### src/rtl/fnd_view_scheduler.sv
// fnd_view_scheduler
// Chooses which time source and which field pair feed the 4-digit FND
// controller. Four views are stepped through with two button pulses:
//   W_HM (00) watch hour:minute      W_SC (01) watch second:centisecond
//   S_MS (10) stopwatch min:sec      S_SC (11) stopwatch sec:centisecond
// btn_mode swaps the watch/stopwatch domain (always landing on the first
// view of the other domain). btn_view swaps the field pair inside the
// current domain. When both pulse together, btn_mode wins.
//
// Optional build macro AUTO_RETURN_EN: when defined, an idle counter
// returns a stopped stopwatch view to W_HM after AUTO_SEC idle seconds.
// When undefined, the stopwatch views stay until btn_mode.
//
// Ports:
//   clk, reset                   clock; asynchronous active-high reset
//   btn_mode, btn_view           single-cycle debounced button pulses
//   w_hour/w_min/w_sec/w_csec    watch fields
//   s_min/s_sec/s_csec           stopwatch fields
//   s_running                    stopwatch counting
//   digit_h, digit_l             left/right two-digit values (clamped to 99)
//   dot                          active-low decimal point (0 = lit)
//   view                         state encoding, registered with the digits
//
// Handshake: there is none. Button pulses are taken in the cycle they are
// high. All outputs are registered and show a new state or input value one
// clk after it.
module fnd_view_scheduler #(
  parameter int CLK_HZ   = 100_000_000,
  parameter int AUTO_SEC = 5
) (
  input  logic       clk,
  input  logic       reset,
  input  logic       btn_mode,
  input  logic       btn_view,
  input  logic [6:0] w_hour,
  input  logic [6:0] w_min,
  input  logic [6:0] w_sec,
  input  logic [6:0] w_csec,
  input  logic [6:0] s_min,
  input  logic [6:0] s_sec,
  input  logic [6:0] s_csec,
  input  logic       s_running,
  output logic [6:0] digit_h,
  output logic [6:0] digit_l,
  output logic       dot,
  output logic [1:0] view
);

  localparam int              MS_CYC    = CLK_HZ / 1000;
  localparam int              MS_W      = (MS_CYC > 1) ? $clog2(MS_CYC) : 1;
  localparam logic [MS_W-1:0] MS_LAST   = MS_W'(MS_CYC - 1);
  localparam logic [8:0]      HALF_LAST = 9'd499;

  typedef enum logic [1:0] {
    W_HM = 2'b00,
    W_SC = 2'b01,
    S_MS = 2'b10,
    S_SC = 2'b11
  } state_e;

  state_e          state_q, state_d;
  logic [MS_W-1:0] ms_cnt_q;
  logic [8:0]      half_cnt_q;
  logic            phase_q;
  logic            tick_1ms;
  logic            auto_hit;
  logic [6:0]      digit_h_q, digit_h_d;
  logic [6:0]      digit_l_q, digit_l_d;
  logic            dot_q, dot_d;
  logic [1:0]      view_q, view_d;

  function automatic logic [6:0] clamp99(input logic [6:0] v);
    return (v > 7'd99) ? 7'd99 : v;
  endfunction

  // Free-running timebase: 1 ms tick, and a phase bit that toggles every
  // 500 ticks. The phase drives the 1 Hz blink of the W_HM dot.
  assign tick_1ms = (ms_cnt_q == MS_LAST);

  always_ff @(posedge clk or posedge reset) begin
    if (reset) begin
      ms_cnt_q   <= '0;
      half_cnt_q <= '0;
      phase_q    <= 1'b0;
    end else begin
      ms_cnt_q <= tick_1ms ? '0 : ms_cnt_q + MS_W'(1);
      if (tick_1ms) begin
        if (half_cnt_q == HALF_LAST) begin
          half_cnt_q <= '0;
          phase_q    <= ~phase_q;
        end else begin
          half_cnt_q <= half_cnt_q + 9'd1;
        end
      end
    end
  end

`ifdef AUTO_RETURN_EN
  localparam int                IDLE_MAX  = AUTO_SEC * 1000;
  localparam int                IDLE_W    = $clog2(IDLE_MAX + 1);
  localparam logic [IDLE_W-1:0] IDLE_LAST = IDLE_W'(IDLE_MAX);

  logic [IDLE_W-1:0] idle_q, idle_d;

  assign auto_hit = (idle_q == IDLE_LAST);

  // The count is kept only while a stopped stopwatch is shown and no button
  // is pressed. Hitting the limit clears it in the same cycle that W_HM is
  // forced.
  always_comb begin
    idle_d = idle_q;
    if (btn_mode || btn_view || auto_hit || !state_q[1] || s_running) begin
      idle_d = '0;
    end else if (tick_1ms) begin
      idle_d = idle_q + IDLE_W'(1);
    end
  end

  always_ff @(posedge clk or posedge reset) begin
    if (reset) idle_q <= '0;
    else       idle_q <= idle_d;
  end
`else
  // No idle counter. A negative AUTO_SEC has no meaning, so this is
  // constant 0; it keeps the parameter referenced in this build.
  assign auto_hit = (AUTO_SEC < 0);
`endif

  // Next state. btn_mode has priority over btn_view, and a button has
  // priority over auto-return.
  always_comb begin
    state_d = state_q;
    if (btn_mode) begin
      state_d = state_q[1] ? W_HM : S_MS;
    end else if (btn_view) begin
      case (state_q)
        W_HM:    state_d = W_SC;
        W_SC:    state_d = W_HM;
        S_MS:    state_d = S_SC;
        default: state_d = S_MS;
      endcase
    end else if (auto_hit) begin
      state_d = W_HM;
    end
  end

  // The output image is computed from the current state and the current
  // inputs, then registered.
  always_comb begin
    digit_h_d = '0;
    digit_l_d = '0;
    dot_d     = 1'b1;
    view_d    = state_q;
    case (state_q)
      W_HM: begin
        digit_h_d = clamp99(w_hour);
        digit_l_d = clamp99(w_min);
        dot_d     = phase_q;
      end
      W_SC: begin
        digit_h_d = clamp99(w_sec);
        digit_l_d = clamp99(w_csec);
        dot_d     = 1'b0;
      end
      S_MS: begin
        digit_h_d = clamp99(s_min);
        digit_l_d = clamp99(s_sec);
        dot_d     = ~s_running;
      end
      default: begin
        digit_h_d = clamp99(s_sec);
        digit_l_d = clamp99(s_csec);
        dot_d     = ~s_running;
      end
    endcase
  end

  always_ff @(posedge clk or posedge reset) begin
    if (reset) begin
      state_q   <= W_HM;
      digit_h_q <= '0;
      digit_l_q <= '0;
      dot_q     <= 1'b1;
      view_q    <= 2'b00;
    end else begin
      state_q   <= state_d;
      digit_h_q <= digit_h_d;
      digit_l_q <= digit_l_d;
      dot_q     <= dot_d;
      view_q    <= view_d;
    end
  end

  assign digit_h = digit_h_q;
  assign digit_l = digit_l_q;
  assign dot     = dot_q;
  assign view    = view_q;

endmodule

### config.mk
export PLATFORM = sky130hd
export DESIGN_NAME = fnd_view_scheduler
export DESIGN_NICKNAME = d
export VERILOG_FILES = /design/src/rtl/fnd_view_scheduler.sv
export SDC_FILE = /design/constraint.sdc
export NUM_CORES = 1
export LEC_CHECK = 0
export BUFFER_PORTS_ARGS = -buffer_cell sky130_fd_sc_hd__buf_2
export CAP_MARGIN = 10
export CORE_UTILIZATION = 56
export CTS_CLUSTER_SIZE = 10
export DETAILED_ROUTE_END_ITERATION = 10
export GPL_TIMING_DRIVEN = 0
export PLACE_DENSITY = 0.85
export SLEW_MARGIN = 25
export SYNTH_ARGS = -nofsm -noshare
export SYNTH_HDL_FRONTEND = slang
export SYNTH_SLANG_ARGS = --single-unit
### constraint.sdc
create_clock -name clk -period 3.6 [get_ports clk]
set_input_delay 0.54 -clock clk [delete_from_list [all_inputs] [get_ports clk]]
set_output_delay 0.54 -clock clk [all_outputs]
set_load 0.005 [all_outputs]
# [Yosys cells after proc, flatten, opt, wreduce, memory -nomap -nowiden]
# Index checks and enable logic that the tools add are counted.
[word_totals] regBits=46 input_bits=54 out_inout_bits=17
[classes] add_sub_neg=2 order_cmp=7 eq_ne=4 muxes=16 bitwise=2 n_reduce_logical=3
[op_table] operator="> comparator 7 bit, second input constant" count=7
[op_table] operator="two-way mux 7 bit" count=7
[op_table] operator="one-hot mux 7 bit (3 select lines)" count=2
[op_table] operator="adder 17 x 1 -> 17 bit, second input constant" count=1
[op_table] operator="equality test 17 bit, second input constant" count=1
[op_table] operator="two-way mux 17 bit" count=1
[op_table] operator="adder 9 x 1 -> 9 bit, second input constant" count=1
[op_table] operator="equality test 9 bit, second input constant" count=1
[op_table] operator="two-way mux 9 bit" count=1
[op_table] operator="two-way mux 2 bit" count=3
[op_table] operator="one-hot mux 2 bit (3 select lines)" count=1
[op_table] operator="equality test 2 x 1 -> 1 bit, second input constant" count=1
[op_table] operator="equality test 2 bit, second input constant" count=1
[op_table] operator="logical NOT 2 bit" count=1
[op_table] operator="inverter 1 bit" count=2
[op_table] operator="one-hot mux 1 bit (2 select lines)" count=1
[op_table] operator="AND reduction 2 bit" count=1
[op_table] operator="nonzero test 2 bit" count=1

# [Longest topological paths before layout]
# Gate-level depths: netlist of the first run.
[logic_depth] word_depth=4 mapped_depth=6

# [Least setup slack after synthesis of the first run]
# Ideal clock, no wire load.
[synth_timing] path_kind="register to register" startpoint="register ms_cnt_q[0]" endpoint="register half_cnt_q[3]" setup_time_ns=0.123 t_arrival_ns=1.382 required_ns=3.477 path_slack_ns=2.095 path_stages_with_launch=7 path_buffers=1 cell_sequence="dfrtp_1 > ha_1 > and4_4 > and4_1 > buf_6 > nand4_1 > xnor2_1"
[synth_via] elab_chain_len=1
[synth_lines] item="from (decl)" line_no="62" text="logic [MS_W-1:0] ms_cnt_q;"
[synth_lines] item="from (signal assigned)" line_no="86" text="ms_cnt_q <= tick_1ms ? '0 : ms_cnt_q + MS_W'(1);"
[synth_lines] item="equality test 17 bit" line_no="78" text="assign tick_1ms = (ms_cnt_q == MS_LAST);"
[synth_lines] item="to (signal assigned)" line_no="92" text="half_cnt_q <= half_cnt_q + 9'd1;"
[synth_lines] item="to (decl)" line_no="63" text="logic [8:0] half_cnt_q;"
# Every way passes these cells.
# A chain may end at the register's enable or synchronous reset.

# [Final worst setup path of the first run]
[layout_timing] startpoint="register ms_cnt_q[0]" endpoint="register half_cnt_q[6]"
# Same word-level chain as after synthesis.

==> results.txt, run 1 <==
----------------------------------------------------
[Worst setup path]
  WS Path Type ... reg2reg
  Endpoint kind of the worst setup timing path ... register
  Critical path data required time ... around 3800 ps
  Cell-by-cell trace of the critical path ... ha_1, and4_4, nand4_1, buf_2, or2_0, mux2i_1
  Crit-path slowest cell ... sky130_fd_sc_hd__dfrtp_1
  CP top delay family ... simple AND/OR/NAND/NOR gates
  CP Launch Type ... register
  Number of buffers and inverters on the critical path ... 1
  Worst-path maximum fanout ... 10
  Delay of the slowest cell on the worst path ... about 440 ps
  Arrival time at the worst endpoint ... around 2000 ps

[Clock tree]
  Cts hold-fix bufs ... 0
  Maximum level of the CTS H-tree ... 2
  Post-CTS setup repair buffer count ... 0
  Cell chosen for the clock root ... sky130_fd_sc_hd__clkbuf_8
  Sink count of the clock tree ... 46
  Insertion delay to the later sink of the worst-skew pair ... 310 ps
  Clock slew at reported path FFs ... approximately 90 ps
  Number of buffers created by CTS ... 5
  Maximum buffer depth of the clock tree ... 2
  CTS tree ... done
  Resize count post-CTS ... 0

[Synthesis]
  Portion of synthesized cell area occupied by the leading cell type ... 0.4575
  Mean cell area of the mapped netlist ... approximately 10 µm²
  Synthesized Nets ... 302
  Mapped cell area ... roughly 2500 µm²
  Synth cell types ... 48
  Number of enable-type register cells in the synthesized netlist ... 0
  Area contributors post-synth ... sky130_fd_sc_hd__dfrtp_1 (46%), sky130_fd_sc_hd__xnor2_1 (5.0%), sky130_fd_sc_hd__nand2_1 (4.3%)
  Count of yosys warnings during synthesis ... 0
  Post-synthesis instance total ... ~250
  Part of the Yosys area used for sequential elements ... 0.4682
  Most common flop cell mapped by yosys ... sky130_fd_sc_hd__dfrtp_1
  Yosys reg bits ... 46
  Biggest area consumer among synthesized cells ... sky130_fd_sc_hd__dfrtp_1
  Fraction of registers with async set/reset ... 1.000

[Final layout]
  Antenna cells ... 0
  Fraction of final layout cells sized beyond drive strength 1 ... 0.2985
  Final nets ... 380
  Layout Utilization ... 0.7300
  Area growth from synthesis to layout ... 22.06%

[Timing]
  Hold slack ... 153.4 ps
  Sum of negative setup slack ... 0 ps
  Number of setup violations in the final report ... 0
  Unrepaired setup endpoints after global routing ... no
  Count of final hold-check violations ... 0
  Max Clock Freq ... ~580 MHz
  Shortest clock period the worst path allows after layout ... around 1700 ps
  Fraction of the cycle the final worst path needs ... 0.4790
  Max_slew headroom ... 0.6322
  Number of max-slew violations in the final report ... 0
  Fin Clk Skew ... 15.06 ps
  Slew at the pin with the worst max-slew slack ... roughly 540 ps

[Power and ir drop]
  Pwr per Cell Area ... ~460 nW/µm²
  Maximum VDD drop ... 274.5 µV
  Leakage power summed over all cells ... approximately 0.0014 µW

[Route]
  Count of unresolved DRC violations after routing ... 0
  Routed WL per cell ... ~16 µm
  Detailed Routing Iterations Pass 1 ... 4
  Number of vias in the routed layout ... approximately 2300
  Wire length reported by the detailed router ... 5840 µm
  Iter 0 DRT Violations ... ~130
  Routed vias/inst ... about 6.1
  Count of nets left with antenna violations after detail routing ... 0

[Die]
  Width of the die ... 68.30 µm
  Full die area ... between 4000 and 5000 µm²
  Top-Level Pins ... 71
  Die height ... around 70 µm
  Count of standard-cell rows ... 23
  Core region area ... 4115 µm²
  Initial cell density of the core ... 0.5981

[GRT]
  First-pass GRT wire length ... just under 10000 µm
  Remaining global-route overflow ... 0
  Via count of the first global-routing pass ... approximately 2300
  Maximum number of pins on one net before global-route repair ... 34
  Global-route usage over all layers ... 0.2878
  Initial antenna violation count ... 0

[Job]
  Number of max-cap violations ... 0

[Placed design]
  Final Wtd Congestion ... ~0.9
  Hpwl dp ... about 4400 µm
  Number of port buffers ... 70

[Worst hold path]
  Path category of the worst min-delay check ... in2async

[Run status]
  Status ... completed

----------------------------------------------------
## cells in the mapped netlist (2+ instances only)
cell / count
sky130_fd_sc_hd__dfrtp_1: 45
sky130_fd_sc_hd__nand2_1: 28
sky130_fd_sc_hd__nor2_1: 22
sky130_fd_sc_hd__a21oi_1: 15
sky130_fd_sc_hd__xnor2_1: 14
sky130_fd_sc_hd__nand3_1: 11
sky130_fd_sc_hd__o21ai_0: 10
sky130_fd_sc_hd__a32oi_1: 9
sky130_fd_sc_hd__inv_1: 9
sky130_fd_sc_hd__nand4_1: 9
sky130_fd_sc_hd__o311ai_0: 5
sky130_fd_sc_hd__a21o_1: 4
sky130_fd_sc_hd__and4_1: 4
sky130_fd_sc_hd__clkbuf_1: 4
sky130_fd_sc_hd__mux4_2: 4
sky130_fd_sc_hd__o31ai_1: 4
sky130_fd_sc_hd__xor2_1: 4
sky130_fd_sc_hd__buf_2: 3
sky130_fd_sc_hd__nor3_1: 3
sky130_fd_sc_hd__a211oi_1: 2
sky130_fd_sc_hd__a31oi_1: 2
sky130_fd_sc_hd__and2_1: 2
sky130_fd_sc_hd__and3_1: 2
sky130_fd_sc_hd__buf_4: 2
sky130_fd_sc_hd__buf_6: 2
sky130_fd_sc_hd__ha_1: 2
sky130_fd_sc_hd__nor4_1: 2
sky130_fd_sc_hd__nor4b_2: 2
sky130_fd_sc_hd__or3_1: 2
## metal layers
metal,routed length (µm),vias up,GRT usage,part of all wire
met4,165,0,0.1615,0.028
met3,391,22,0.06167,0.067
met5,0,-,0,0
met2,2955,119,0.4865,0.51
met1,2327,1063,0.3358,0.40
li1,-,1073,-,-
## cells in the final DEF (no fill, tap or decap), types with 3 or more instances in the layout
| cell type | count |
|---|---|
| sky130_fd_sc_hd__xor2_1 | 4 |
| sky130_fd_sc_hd__nor3_1 | 3 |
| sky130_fd_sc_hd__mux4_2 | 4 |
| sky130_fd_sc_hd__clkbuf_1 | 5 |
| sky130_fd_sc_hd__o311ai_0 | 5 |
| sky130_fd_sc_hd__nor2_1 | 22 |
| sky130_fd_sc_hd__dfrtp_1 | 45 |
| sky130_fd_sc_hd__and4_1 | 4 |
| sky130_fd_sc_hd__xnor2_1 | 14 |
| sky130_fd_sc_hd__a21oi_1 | 15 |
| sky130_fd_sc_hd__a21o_1 | 4 |
| sky130_fd_sc_hd__clkbuf_8 | 5 |
| sky130_fd_sc_hd__buf_2 | 73 |
| sky130_fd_sc_hd__nand3_1 | 11 |
| sky130_fd_sc_hd__o31ai_1 | 4 |
| sky130_fd_sc_hd__inv_1 | 8 |
| sky130_fd_sc_hd__nand4_1 | 9 |
| sky130_fd_sc_hd__a32oi_1 | 9 |
| sky130_fd_sc_hd__o21ai_0 | 10 |
| sky130_fd_sc_hd__nand2_1 | 28 |
## worst paths after layout
kind,startpoint,end,slack [ps],cells past startpoint
worst max-delay path,ms_cnt_q[0],half_cnt_q[6],1880,6
worst min-delay path,reset,half_cnt_q[0],150,2
worst max register to register,ms_cnt_q[0],half_cnt_q[6],1880,6
worst min register to register,state_q[1],view[1],400,0
max in group asynchronous,reset,ms_cnt_q[11],2970,3
min in group clk,s_running,dot,360,2
## worst reg2reg max path, stage by stage (launching register included)
cell and delay (ps):
sky130_fd_sc_hd__dfrtp_1 440, sky130_fd_sc_hd__ha_1 270, sky130_fd_sc_hd__and4_4 280, sky130_fd_sc_hd__nand4_1 110, sky130_fd_sc_hd__buf_2 200, sky130_fd_sc_hd__or2_0 230
sky130_fd_sc_hd__mux2i_1 130
## sequential cells by signal, summed over array words and instances (netlist names)
name	cells
ms_cnt_q	17
half_cnt_q	9
digit_h	7
digit_l	7
state_q	2
view	2
dot	1
phase_q	1
## where the power goes
part	switching [µW]	leakage, µW	internal (µW)
registers	26.5	0.000586	596
clock network	181	0.0000514	207
logic	198	0.000722	162
total	406	0.00136	965
## logic make-up (layout without fill, tap and decap cells)
family                     Yosys count  count (layout)  synth area share
xor gates and xnor gates            18              18           0.06406
adders and majority gates            2               2           0.01017
and+or+nand+nor                     97              97            0.2156
muxes                                5               5           0.04067
AOI/OAI and AO/OA                   58              58            0.1601
buffers and inverters               20              99           0.04117
DFF                                 46              46            0.4682
## metrics by stage
step	power [µW]	std cells	area [µm²]	setup WS, ps
2_1_floorplan	824.5	246	2461	1974
3_3_place_gp	980.5	366	2874	1474
3_5_place_dp	989.7	367	2894	1909
4_1_cts	1372	375	3004	1865
5_1_grt	1442	375	3004	1718
6_report	1371	375	3004	1876
## final cells by class
class,count,area [µm²]
timing repair buffer,71,370.4
clock buffer,6,72.57
fill,294,1111
buffer,11,67.56
inverter,9,33.78
sequential,46,1152
tap,50,62.56
multi-input combinational,180,1207
clock inverter,2,37.54
(Power assumes the default switching activity.)
==> run 2, diff against run 1 <==
Settings changed: CORE_UTILIZATION 56 to 52, PLACE_DENSITY 0.85 to 0.8.
Clock period 3.6 ns to 1.67 ns, I/O delays scaled along.
==> results.txt, run 2 (same netlist as run 1, synthesis figures left out) <==
----------------------------------------------------
[GRT]
  Initial antenna violation count ... 0 (unchanged)
  Maximum number of pins on one net before global-route repair ... 35 (+2.9%)
  First-pass GRT wire length ... 9687 µm (-1.3%)
  Global-route usage over all layers ... 0.2444 (-0.04342)
  Remaining global-route overflow ... 0 (unchanged)
  Via count of the first global-routing pass ... 2264 (+0.31%)

[Power and ir drop]
  Pwr per Cell Area ... 975.8 nW/µm² (+110%)
  Leakage power summed over all cells ... 0.001385 µW (+1.9%)
  Total Power Consumption ... 2979 µW (+120%)
  Maximum VDD drop ... 599.6 µV (+120%)

[Clock tree]
  Sink count of the clock tree ... 46 (unchanged)
  Maximum level of the CTS H-tree ... 2 (unchanged)
  Maximum buffer depth of the clock tree ... 2 (unchanged)
  Cell chosen for the clock root ... sky130_fd_sc_hd__clkbuf_8
  Number of buffers created by CTS ... 5 (unchanged)
  CTS tree ... done
  Insertion delay to the later sink of the worst-skew pair ... 300 ps (about the same)
  Clock slew at reported path FFs ... 80 ps (about the same)

[Final layout]
  Registers with the most flip-flops ... ms_cnt_q: 17 flops, half_cnt_q: 9 flops
  Commonest non-fill, non-tap cell in the layout ... sky130_fd_sc_hd__buf_2
  Final nets ... 382 (+0.53%)
  Final non-filler cell area ... 3053 µm² (+1.6%)
  Number of inserted filler cells in the final layout ... 346 (+18%)
  Multi-input combinational cell area ... 1225 µm² (+1.5%)
  Top library cells by usage in the layout, fill and taps aside ... sky130_fd_sc_hd__buf_2 (72), sky130_fd_sc_hd__dfrtp_1 (45), sky130_fd_sc_hd__nand2_1 (28)
  Area growth from synthesis to layout ... 24.05%
  Fraction of final layout cells sized beyond drive strength 1 ... 0.3119 (+0.01347)
  Layout Utilization ... 0.6869 (-0.04307)
  Antenna cells ... 0 (unchanged)
  FF/Latch Area ... 1152 µm² (unchanged)
  Largest Register ... ms_cnt_q
  Flip-flop count of the largest register, all copies and words added ... 17 (unchanged)

[Worst hold path]
  Worst hold path depth ... 2
  Path category of the worst min-delay check ... in2reg
  Worst hold path startpoint ... s_running
  Worst min-delay path endpoint ... dot

[Route]
  Highest metal layer used by the detailed router ... met4
  Routed WL per cell ... 15.24 µm (-2.1%)
  Routed vias/inst ... 6.071 (about the same)
  Count of unresolved DRC violations after routing ... 0 (unchanged)
  Detailed Routing Iterations Pass 1 ... 5 (+1)
  Wire length reported by the detailed router ... 5777 µm (-1.1%)
  Number of vias in the routed layout ... 2301 (+1.1%)
  M1 WL ... 2354 µm (+1.2%)
  Count of nets left with antenna violations after detail routing ... 0 (unchanged)
  Iter 0 DRT Violations ... 176 (+40%)
  Length of routed met3 wiring ... 463 µm (+18%)
  Total length of routed met2 wires ... 2821 µm (-4.5%)

[Worst setup path]
  Setup slack of the most critical reg-to-reg path ... 70 ps (-1810 ps)
  Cell-by-cell trace of the critical path ... ha_4, and4_4, nand4_1, buf_4, or2_0, mux2i_1
  Critical path data required time ... 1900 ps (-1940 ps)
  Count of cells along the worst register-to-register path ... 6 (unchanged)
  Launch point of the worst reg-to-reg path ... ms_cnt_q[1]
  CP Launch Type ... register
  Worst-path maximum fanout ... 10 (unchanged)
  Delay of the slowest cell on the worst path ... 420 ps (-20 ps)
  Arrival time at the worst endpoint ... 1830 ps (-140 ps)
  WS Path Type ... reg2reg
  CP top delay family ... simple AND/OR/NAND/NOR gates
  Critical Path Stages ... 6 (unchanged)
  Number of buffers and inverters on the critical path ... 1 (unchanged)
  Endpoint kind of the worst setup timing path ... register
  Crit-path slowest cell ... sky130_fd_sc_hd__dfrtp_1
  RR Endpoint ... half_cnt_q[6]

[Timing]
  Max_slew headroom ... 0.6217 (-0.01045)
  Fraction of the cycle the final worst path needs ... 0.9589 (+0.4799)
  Sum of negative setup slack ... 0 ps (unchanged)
  Number of setup violations in the final report ... 0 (unchanged)
  Fin Clk Skew ... 7.760 ps (-7.300 ps)
  Least setup slack across all paths after layout ... 68.70 ps (-1807 ps)
  Shortest clock period the worst path allows after layout ... 1601 ps (-123.0 ps)
  Number of max-slew violations in the final report ... 0 (unchanged)
  Slew at the pin with the worst max-slew slack ... 560.3 ps (+15.48 ps)
  Count of final hold-check violations ... 0 (unchanged)
  Max Clock Freq ... 624.5 MHz (+7.7%)

[Die]
  Initial cell density of the core ... 0.5538 (-0.04428)
  Width of the die ... 70.80 µm (+3.7%)
  Core region area ... 4444 µm² (+8.0%)
  Count of standard-cell rows ... 24 (+4.3%)
  Die height ... 70.80 µm (+3.7%)
  Full die area ... 5012 µm² (+7.5%)
  Top-Level Pins ... 71 (unchanged)

[Placed design]
  Hpwl dp ... 4419 µm (about the same)
  Number of port buffers ... 70 (unchanged)
  Placed Area ... 2897 µm² (about the same)
  Final Wtd Congestion ... 0.8923 (-3.7%)
  Setup WS pre-CTS ... -60.17 ps (-1969 ps)

[Job]
  Number of max-cap violations ... 0 (unchanged)

[Run status]
  Status ... completed

----------------------------------------------------
==> run 2: worst max-delay path by stage <==
stage,from,to,slack [ps]
2_1_floorplan,ms_cnt_q[0],half_cnt_q[3],170
3_3_place_gp,reset,digit_l[2],-210
3_5_place_dp,ms_cnt_q[0],half_cnt_q[8],-60
4_1_cts,ms_cnt_q[1],half_cnt_q[6],20
5_1_grt,ms_cnt_q[1],half_cnt_q[6],-7
6_report,ms_cnt_q[1],half_cnt_q[6],70
==> run 2: final cells by class <==
class                   instances  area share
plain buffers                  11     0.02377
clock buffers                   7     0.02828
clock inverters                 1    0.009836
inverters                       9     0.01107
multi-input cells             180      0.4012
flip-flops and latches         46      0.3775
well taps                      52     0.02131
repair buffers                 73      0.1270
==> run 2: stage by stage <==
stage	instances	hold slack [ps]
floorplan	246	313.5
global placement	368	354.9
finish	379	96.68
detailed placement	369	219.1
global route	379	94.91
CTS	379	98.71
==> run 2: layer usage <==
layer	GRT usage	up-vias
met5	0	-
met4	0.1044	0
met3	0.06695	17
met2	0.4081	123
met1	0.2996	1090
li1	-	1071
==> run 2: report_power, final <==
part           switching, µW  internal (µW)
clock network            360            488
registers               49.4           1280
logic                    438            359
==> run 2: what timing repair did <==
action / 4_1_cts / 5_1_grt
gates resized for setup: 2 / 8
hold buffers: 1 / 0
buffers inserted: 1 / 0
endpoints found under the setup margin: 2 / 10
endpoints found under the hold margin: 11 / 0
==> run 2: worst reg2reg max path: stages, from the launching register on <==
cell and delay (ps):
sky130_fd_sc_hd__dfrtp_1 420, sky130_fd_sc_hd__ha_4 180, sky130_fd_sc_hd__and4_4 250, sky130_fd_sc_hd__nand4_1 130, sky130_fd_sc_hd__buf_4 200, sky130_fd_sc_hd__or2_0 230, sky130_fd_sc_hd__mux2i_1 130
